--- config.mk ---
export PLATFORM = sky130hd
export DESIGN_NAME = exc_ctrl
export DESIGN_NICKNAME = d
export VERILOG_FILES = /design/src/rtl/exc_ctrl.sv
export SDC_FILE = /design/constraint.sdc
export NUM_CORES = 1
export LEC_CHECK = 0
export ABC_CLOCK_PERIOD_IN_PS = 1820
export CAP_MARGIN = 20
export CORE_AREA = 2 2 209 211
export CTS_CLUSTER_SIZE = 40
export DETAILED_ROUTE_END_ITERATION = 16
export DIE_AREA = 0 0 211 213
export PLACE_DENSITY_LB_ADDON = 0.05
export SYNTH_ARGS = -nofsm -noshare
export SYNTH_HDL_FRONTEND = slang
export SYNTH_SLANG_ARGS = --single-unit
export TNS_END_PERCENT = 5
--- constraint.sdc ---
create_clock -name clk -period 1.82 [get_ports clk]
set_input_delay 0.364 -clock clk [delete_from_list [all_inputs] [get_ports clk]]
set_output_delay 0.364 -clock clk [all_outputs]
set_load 0.01 [all_outputs]
--- src/rtl/exc_ctrl.sv ---
// ============================================================================
// Module   : exc_ctrl
// Brief    : CP0 exception/interrupt sequencer: arbitrates, issues, awaits ack.
// Revision : 1.0 - initial release
// ============================================================================
`default_nettype none

module exc_ctrl #(
  parameter  int NR_STAGE       = 4,
  parameter  int SYNC_STAGES    = 2,
  parameter  int TIMEOUT        = 8,
  localparam int EXC_CODE_WIDTH = 5,
  localparam int INT_MASK_WIDTH = 8
) (
  input  logic                               clk,
  input  logic                               rst,
  input  logic [4:0]                         hw_int,
  input  logic [31:0]                        cp0_status,
  input  logic [31:0]                        cp0_cause,
  input  logic [31:0]                        cp0_count,
  input  logic [31:0]                        cp0_compare,
  input  logic                               compare_write,
  input  logic [NR_STAGE-1:0]                req_valid,
  input  logic [NR_STAGE*EXC_CODE_WIDTH-1:0] req_code,
  input  logic [NR_STAGE*32-1:0]             req_epc,
  input  logic [NR_STAGE*32-1:0]             req_badvaddr,
  input  logic                               eret_req,
  input  logic                               int_ok,
  input  logic [31:0]                        int_epc,
  input  logic                               exc_jmp_flag,
  output logic [EXC_CODE_WIDTH-1:0]          exc_code,
  output logic [31:0]                        exc_epc,
  output logic [31:0]                        exc_badvaddr,
  output logic [INT_MASK_WIDTH-1:0]          exc_ip,
  output logic                               add_counter,
  output logic                               flush,
  output logic                               busy,
  output logic                               err_timeout
);

  localparam logic [EXC_CODE_WIDTH-1:0] EC_INT  = 5'h00;
  localparam logic [EXC_CODE_WIDTH-1:0] EC_ERET = 5'h1E;
  localparam logic [EXC_CODE_WIDTH-1:0] EC_NONE = 5'h1F;

  localparam logic [1:0] S_IDLE  = 2'd0;
  localparam logic [1:0] S_ISSUE = 2'd1;
  localparam logic [1:0] S_WAIT  = 2'd2;

  localparam int c_CNT_W = $clog2(TIMEOUT + 1);

  logic [1:0]                r_state;
  logic [EXC_CODE_WIDTH-1:0] r_code;
  logic [31:0]               r_epc;
  logic [31:0]               r_bad;
  logic [c_CNT_W-1:0]        r_wait_cnt;
  logic                      r_err;
  logic                      r_add;
  logic                      r_timer_pend;
  logic [4:0]                r_sync [SYNC_STAGES];

  logic                      w_int;
  logic                      w_win;
  logic [EXC_CODE_WIDTH-1:0] w_code;
  logic [31:0]               w_epc;
  logic [31:0]               w_bad;
  logic [INT_MASK_WIDTH-1:0] w_ip;
  logic                      w_unused_ok;

  assign w_ip  = {r_timer_pend, r_sync[SYNC_STAGES-1], cp0_cause[9:8]};
  assign w_int = int_ok & cp0_status[0] & ~cp0_status[1] & ~cp0_status[2]
               & (|(w_ip & cp0_status[15:8]));

  // Lowest priority is assigned first so later matches overwrite it.
  always_comb begin
    w_win  = w_int;
    w_code = EC_INT;
    w_epc  = int_epc;
    w_bad  = 32'd0;
    for (int i = 0; i < NR_STAGE - 1; i++) begin
      if (req_valid[i]) begin
        w_win  = 1'b1;
        w_code = req_code[i*EXC_CODE_WIDTH +: EXC_CODE_WIDTH];
        w_epc  = req_epc[i*32 +: 32];
        w_bad  = req_badvaddr[i*32 +: 32];
      end
    end
    if (eret_req) begin
      w_win  = 1'b1;
      w_code = EC_ERET;
      w_epc  = 32'd0;
      w_bad  = 32'd0;
    end
    if (req_valid[NR_STAGE-1]) begin
      w_win  = 1'b1;
      w_code = req_code[(NR_STAGE-1)*EXC_CODE_WIDTH +: EXC_CODE_WIDTH];
      w_epc  = req_epc[(NR_STAGE-1)*32 +: 32];
      w_bad  = req_badvaddr[(NR_STAGE-1)*32 +: 32];
    end
  end

  always_ff @(posedge clk) begin
    if (rst) begin
      r_state    <= S_IDLE;
      r_code     <= EC_NONE;
      r_epc      <= 32'd0;
      r_bad      <= 32'd0;
      r_wait_cnt <= '0;
      r_err      <= 1'b0;
    end else begin
      case (r_state)
        S_IDLE: begin
          if (w_win) begin
            r_state <= S_ISSUE;
            r_code  <= w_code;
            r_epc   <= w_epc;
            r_bad   <= w_bad;
          end
        end
        S_ISSUE: begin
          r_state    <= S_WAIT;
          r_code     <= EC_NONE;
          r_wait_cnt <= '0;
        end
        S_WAIT: begin
          if (exc_jmp_flag) begin
            r_state <= S_IDLE;
          end else if (r_wait_cnt == c_CNT_W'(TIMEOUT - 1)) begin
            r_state <= S_IDLE;
            r_err   <= 1'b1;
          end else begin
            r_wait_cnt <= r_wait_cnt + 1'b1;
          end
        end
        default: r_state <= S_IDLE;
      endcase
    end
  end

  // A Compare write acknowledges the timer even if it matches on that edge.
  always_ff @(posedge clk) begin
    if (rst) begin
      r_timer_pend <= 1'b0;
      r_add        <= 1'b0;
    end else begin
      r_add <= ~r_add;
      if (compare_write)
        r_timer_pend <= 1'b0;
      else if (cp0_count == cp0_compare)
        r_timer_pend <= 1'b1;
    end
  end

  always_ff @(posedge clk) begin
    if (rst) begin
      for (int s = 0; s < SYNC_STAGES; s++) r_sync[s] <= 5'd0;
    end else begin
      r_sync[0] <= hw_int;
      for (int s = 1; s < SYNC_STAGES; s++) r_sync[s] <= r_sync[s-1];
    end
  end

  assign exc_code     = r_code;
  assign exc_epc      = r_epc;
  assign exc_badvaddr = r_bad;
  assign exc_ip       = w_ip;
  assign add_counter  = r_add;
  assign flush        = (r_state == S_ISSUE);
  assign busy         = (r_state != S_IDLE);
  assign err_timeout  = r_err;

  assign w_unused_ok = ^{cp0_status[31:16], cp0_status[7:3], cp0_cause[31:10], cp0_cause[7:0]};

endmodule

`default_nettype wire

==> run_results.csv <==
group,metric,value,unit
clocking,clock_latency,360,ps
critical_path,required,2090,ps
pwr,ir_drop,0.388,mV
sta,fmax,529,MHz
critical_path,rr_worst_depth,6,
final_layout,design_area,12600,um2
placement,hpwl,29.7,mm
sta,rsz0062_at_grt,"true",
clocking,h-tree-depth,3,
placement,placed_area,12100,um2
critical_path,r2r-end,"exc_epc[26]",
floorplan,io_pins,532,
critical_path,cp.arrival,2170,ps
clocking,cts_tree,"built",
sta,timing_hold_violations_final,0,
synthesis,yosysWarnings,0,
sta,fin_ws,-72.1,ps
synthesis,synth_cells,732,
final_layout,mostFrequentLayoutCells,"clkdlybuf4s50_1 (462), a22oi_1 (100), dfxtp_1 (84)",
sta,slew_violations,0,
critical_path,reg2reg_from,"r_sync[0][8]",
drt,drcViolationCount,0,
status,status,"complete, but fails checks",
final_layout,nets,1670,
clocking,clkTransAtPathRegs,70,ps
sta,holdWs,395,ps
drt,viasPerCell,4.18,
synthesis,ys.flop_type,"dfxtp_1",
synthesis,syn-cell-area,6010,um2
critical_path,ff2ff_setup_slack,-40,ps
drt,first_pass_iters,4,
sta,finalCritPeriodShare,1.04,
sta,finalClockSkew,6.96,ps
critical_path,worst_setup_path_start_kind,"input port",
critical_path,worstSetupPathType,"in -> reg",
worst_hold_path,min_from,"rst",
clocking,clock_sinks,88,
drt,num_vias,7399,
floorplan,rows,76,
drt,antenna_left,0,
sta,final-setup-viol-count,68,
final_layout,layout_commonest_cell,"clkdlybuf4s50_1",
synthesis,async_flop_share,0,
floorplan,die_h,213,um
synthesis,synth_seq_cells,88,
grt,grtUsageTotal,0.156,
pwr,p_leak,0.00457,uW
worst_hold_path,holdPathEnd,"r_wait_cnt[0]",
placement,numPortBuffers,480,
final_layout,area_growth,110,%
sta,slew_headroom,0.691,
sta,layout_min_cycle_time,1890,ps
synthesis,seq_area_frac_synth,0.293,
worst_hold_path,worst_hold_path_type,"in -> reg",
grt,antenna_found_initial,5,
clocking,numCtsBuffers,9,
floorplan,coreArea,42700,um2
status,violations,"negative setup slack",
floorplan,die_area,44900,um2
critical_path,cp-end-kind,"flop",
synthesis,synthesis.nets,1184,
grt,grt_pass1_vias,7738,
worst_hold_path,whs_path_depth,2,
synthesis,synth-edff-count,0,
synthesis,synth.avg_cell_area,8.21,um2
final_layout,drive_gt1_frac,0.204,
sta,worst_pin_slew,463,ps
grt,grt_max_degree,85,
critical_path,cp_max_fo,16,
drt,drt_iter0_markers,292,
grt,gr-total-overflow,0,
pwr,p_per_area,596,nW/um2
critical_path,critPathLaunch,"req_valid[0]",
clocking,cts-root-buf,"clkbuf_16",
run,max_cap_violations,0,
drt,wire_per_inst,20.8,um
synthesis,synth.distinct_cells,39,
drt,drt_wl_total,36.9,mm
floorplan,start_util,0.141,
placement,place.gp.congestion,0.758,
clocking,max-clock-path-buffers,2,
floorplan,die_x,211,um
grt,grt_pass1_wl,51.6,mm
[worst max path at each step]
| stage | slack [ps] | cells after the start | endpoint |
|---|---|---|---|
| after floorplan | -20 | 7 | exc_badvaddr[15] |
| after global placement | -690 | 9 | exc_epc[26] |
| after detailed placement | -710 | 8 | exc_epc[28] |
| after CTS | -190 | 7 | exc_epc[24] |
| after global routing | -170 | 6 | exc_badvaddr[0] |
| final | -70 | 6 | exc_epc[26] |
[cell type report]
| type | instances | area, um2 |
|---|---|---|
| antenna | 3 | 7.51 |
| clock buffer | 10 | 239 |
| clock inverter | 6 | 68.8 |
| fill | 4638 | 30100 |
| inverter | 9 | 33.8 |
| multi-input combinational | 550 | 4080 |
| sequential | 88 | 1770 |
| tap | 546 | 683 |
| timing repair buffer | 560 | 5720 |
[timing repair]
action                     CTS  global route
setup buffers                0             1
setup endpoints to repair   73            71
hold buffers                 0             0
pin swaps                    1             9
resized for setup           13            21
gates cloned                 0             3
[per-layer routing]
metal | routed length, um | share of wire | vias up | global-route usage
li1 | - | - | 3709 | -
met1 | 15400 | 0.42 | 3385 | 0.184
met2 | 18100 | 0.49 | 284 | 0.272
met3 | 3060 | 0.083 | 17 | 0.0550
met4 | 346 | 0.0094 | 4 | 0.0330
met5 | 21 | 0.00057 | - | 0
[critical path: stages]
cell             delay (ps)
clkdlybuf4s15_1         310
or3_1                   480
a211o_4                 390
and2_4                  220
clkbuf_16               220
a211oi_2                170
[stage by stage]
| stage | total power, uW | cells | setup slack (ps) | setup TNS, ps | utilization |
|---|---|---|---|---|---|
| floorplan | 3630 | 732 | -16.7 | -988 | - |
| global placement | 5550 | 1750 | -694 | -45520 | 0.283 |
| detailed placement | 5550 | 1750 | -708 | -46470 | 0.283 |
| CTS | 7600 | 1765 | -188 | -10410 | 0.291 |
| global route | 7970 | 1771 | -172 | -8870 | 0.295 |
| finish | 7500 | 1772 | -72.1 | -2320 | 0.295 |
[cells in the mapped netlist (all sizes together) (2+ instances only)]
cell type / n / share of area
a22oi: 105 / 0.13
dfxtp: 88 / 0.29
nand2: 72 / 0.045
o21ai: 69 / 0.057
a21oi: 68 / 0.057
a211oi: 65 / 0.13
clkbuf: 57 / 0.036
nor2: 38 / 0.024
xnor2: 32 / 0.047
buf: 28 / 0.033
mux2i: 19 / 0.032
mux2: 18 / 0.034
o22ai: 14 / 0.015
nor2b: 12 / 0.012
nand4: 9 / 0.0094
inv: 8 / 0.0050
o32a: 5 / 0.0083
a2bb2oi: 4 / 0.0058
nand2b: 2 / 0.0021
nand3: 2 / 0.0017
nor3: 2 / 0.0017
nor4: 2 / 0.0021
[report_power, final]
part / total (uW) / switching, uW / leakage, uW / internal [uW]
combinational: 3210 / 1350 / 0.00369 / 1860
clock: 1980 / 873 / 0.000149 / 1110
sequential: 2310 / 170 / 0.000730 / 2140
[registers in the layout (all words and copies together), names as in the netlist]
register,cells
add_counter,1
err_timeout,1
exc_badvaddr,32
exc_code,5
exc_epc,32
r_state,2
r_sync,10
r_timer_pend,1
r_wait_cnt,4
[kinds of logic (layout without fill, tap and decap cells)]
logic type,after synthesis,count (layout),synth area share
AO/OA/AOI/OAI,335,335,0.413
AND/OR/NAND/NOR,144,144,0.104
buffers and inverters,94,585,0.0746
flip-flops,88,88,0.293
multiplexers,37,37,0.0654
XOR/XNOR,33,33,0.0481
adder cells (fa/ha/maj),1,1,0.00208
other,0,3,0
(Power assumes the default switching activity.)
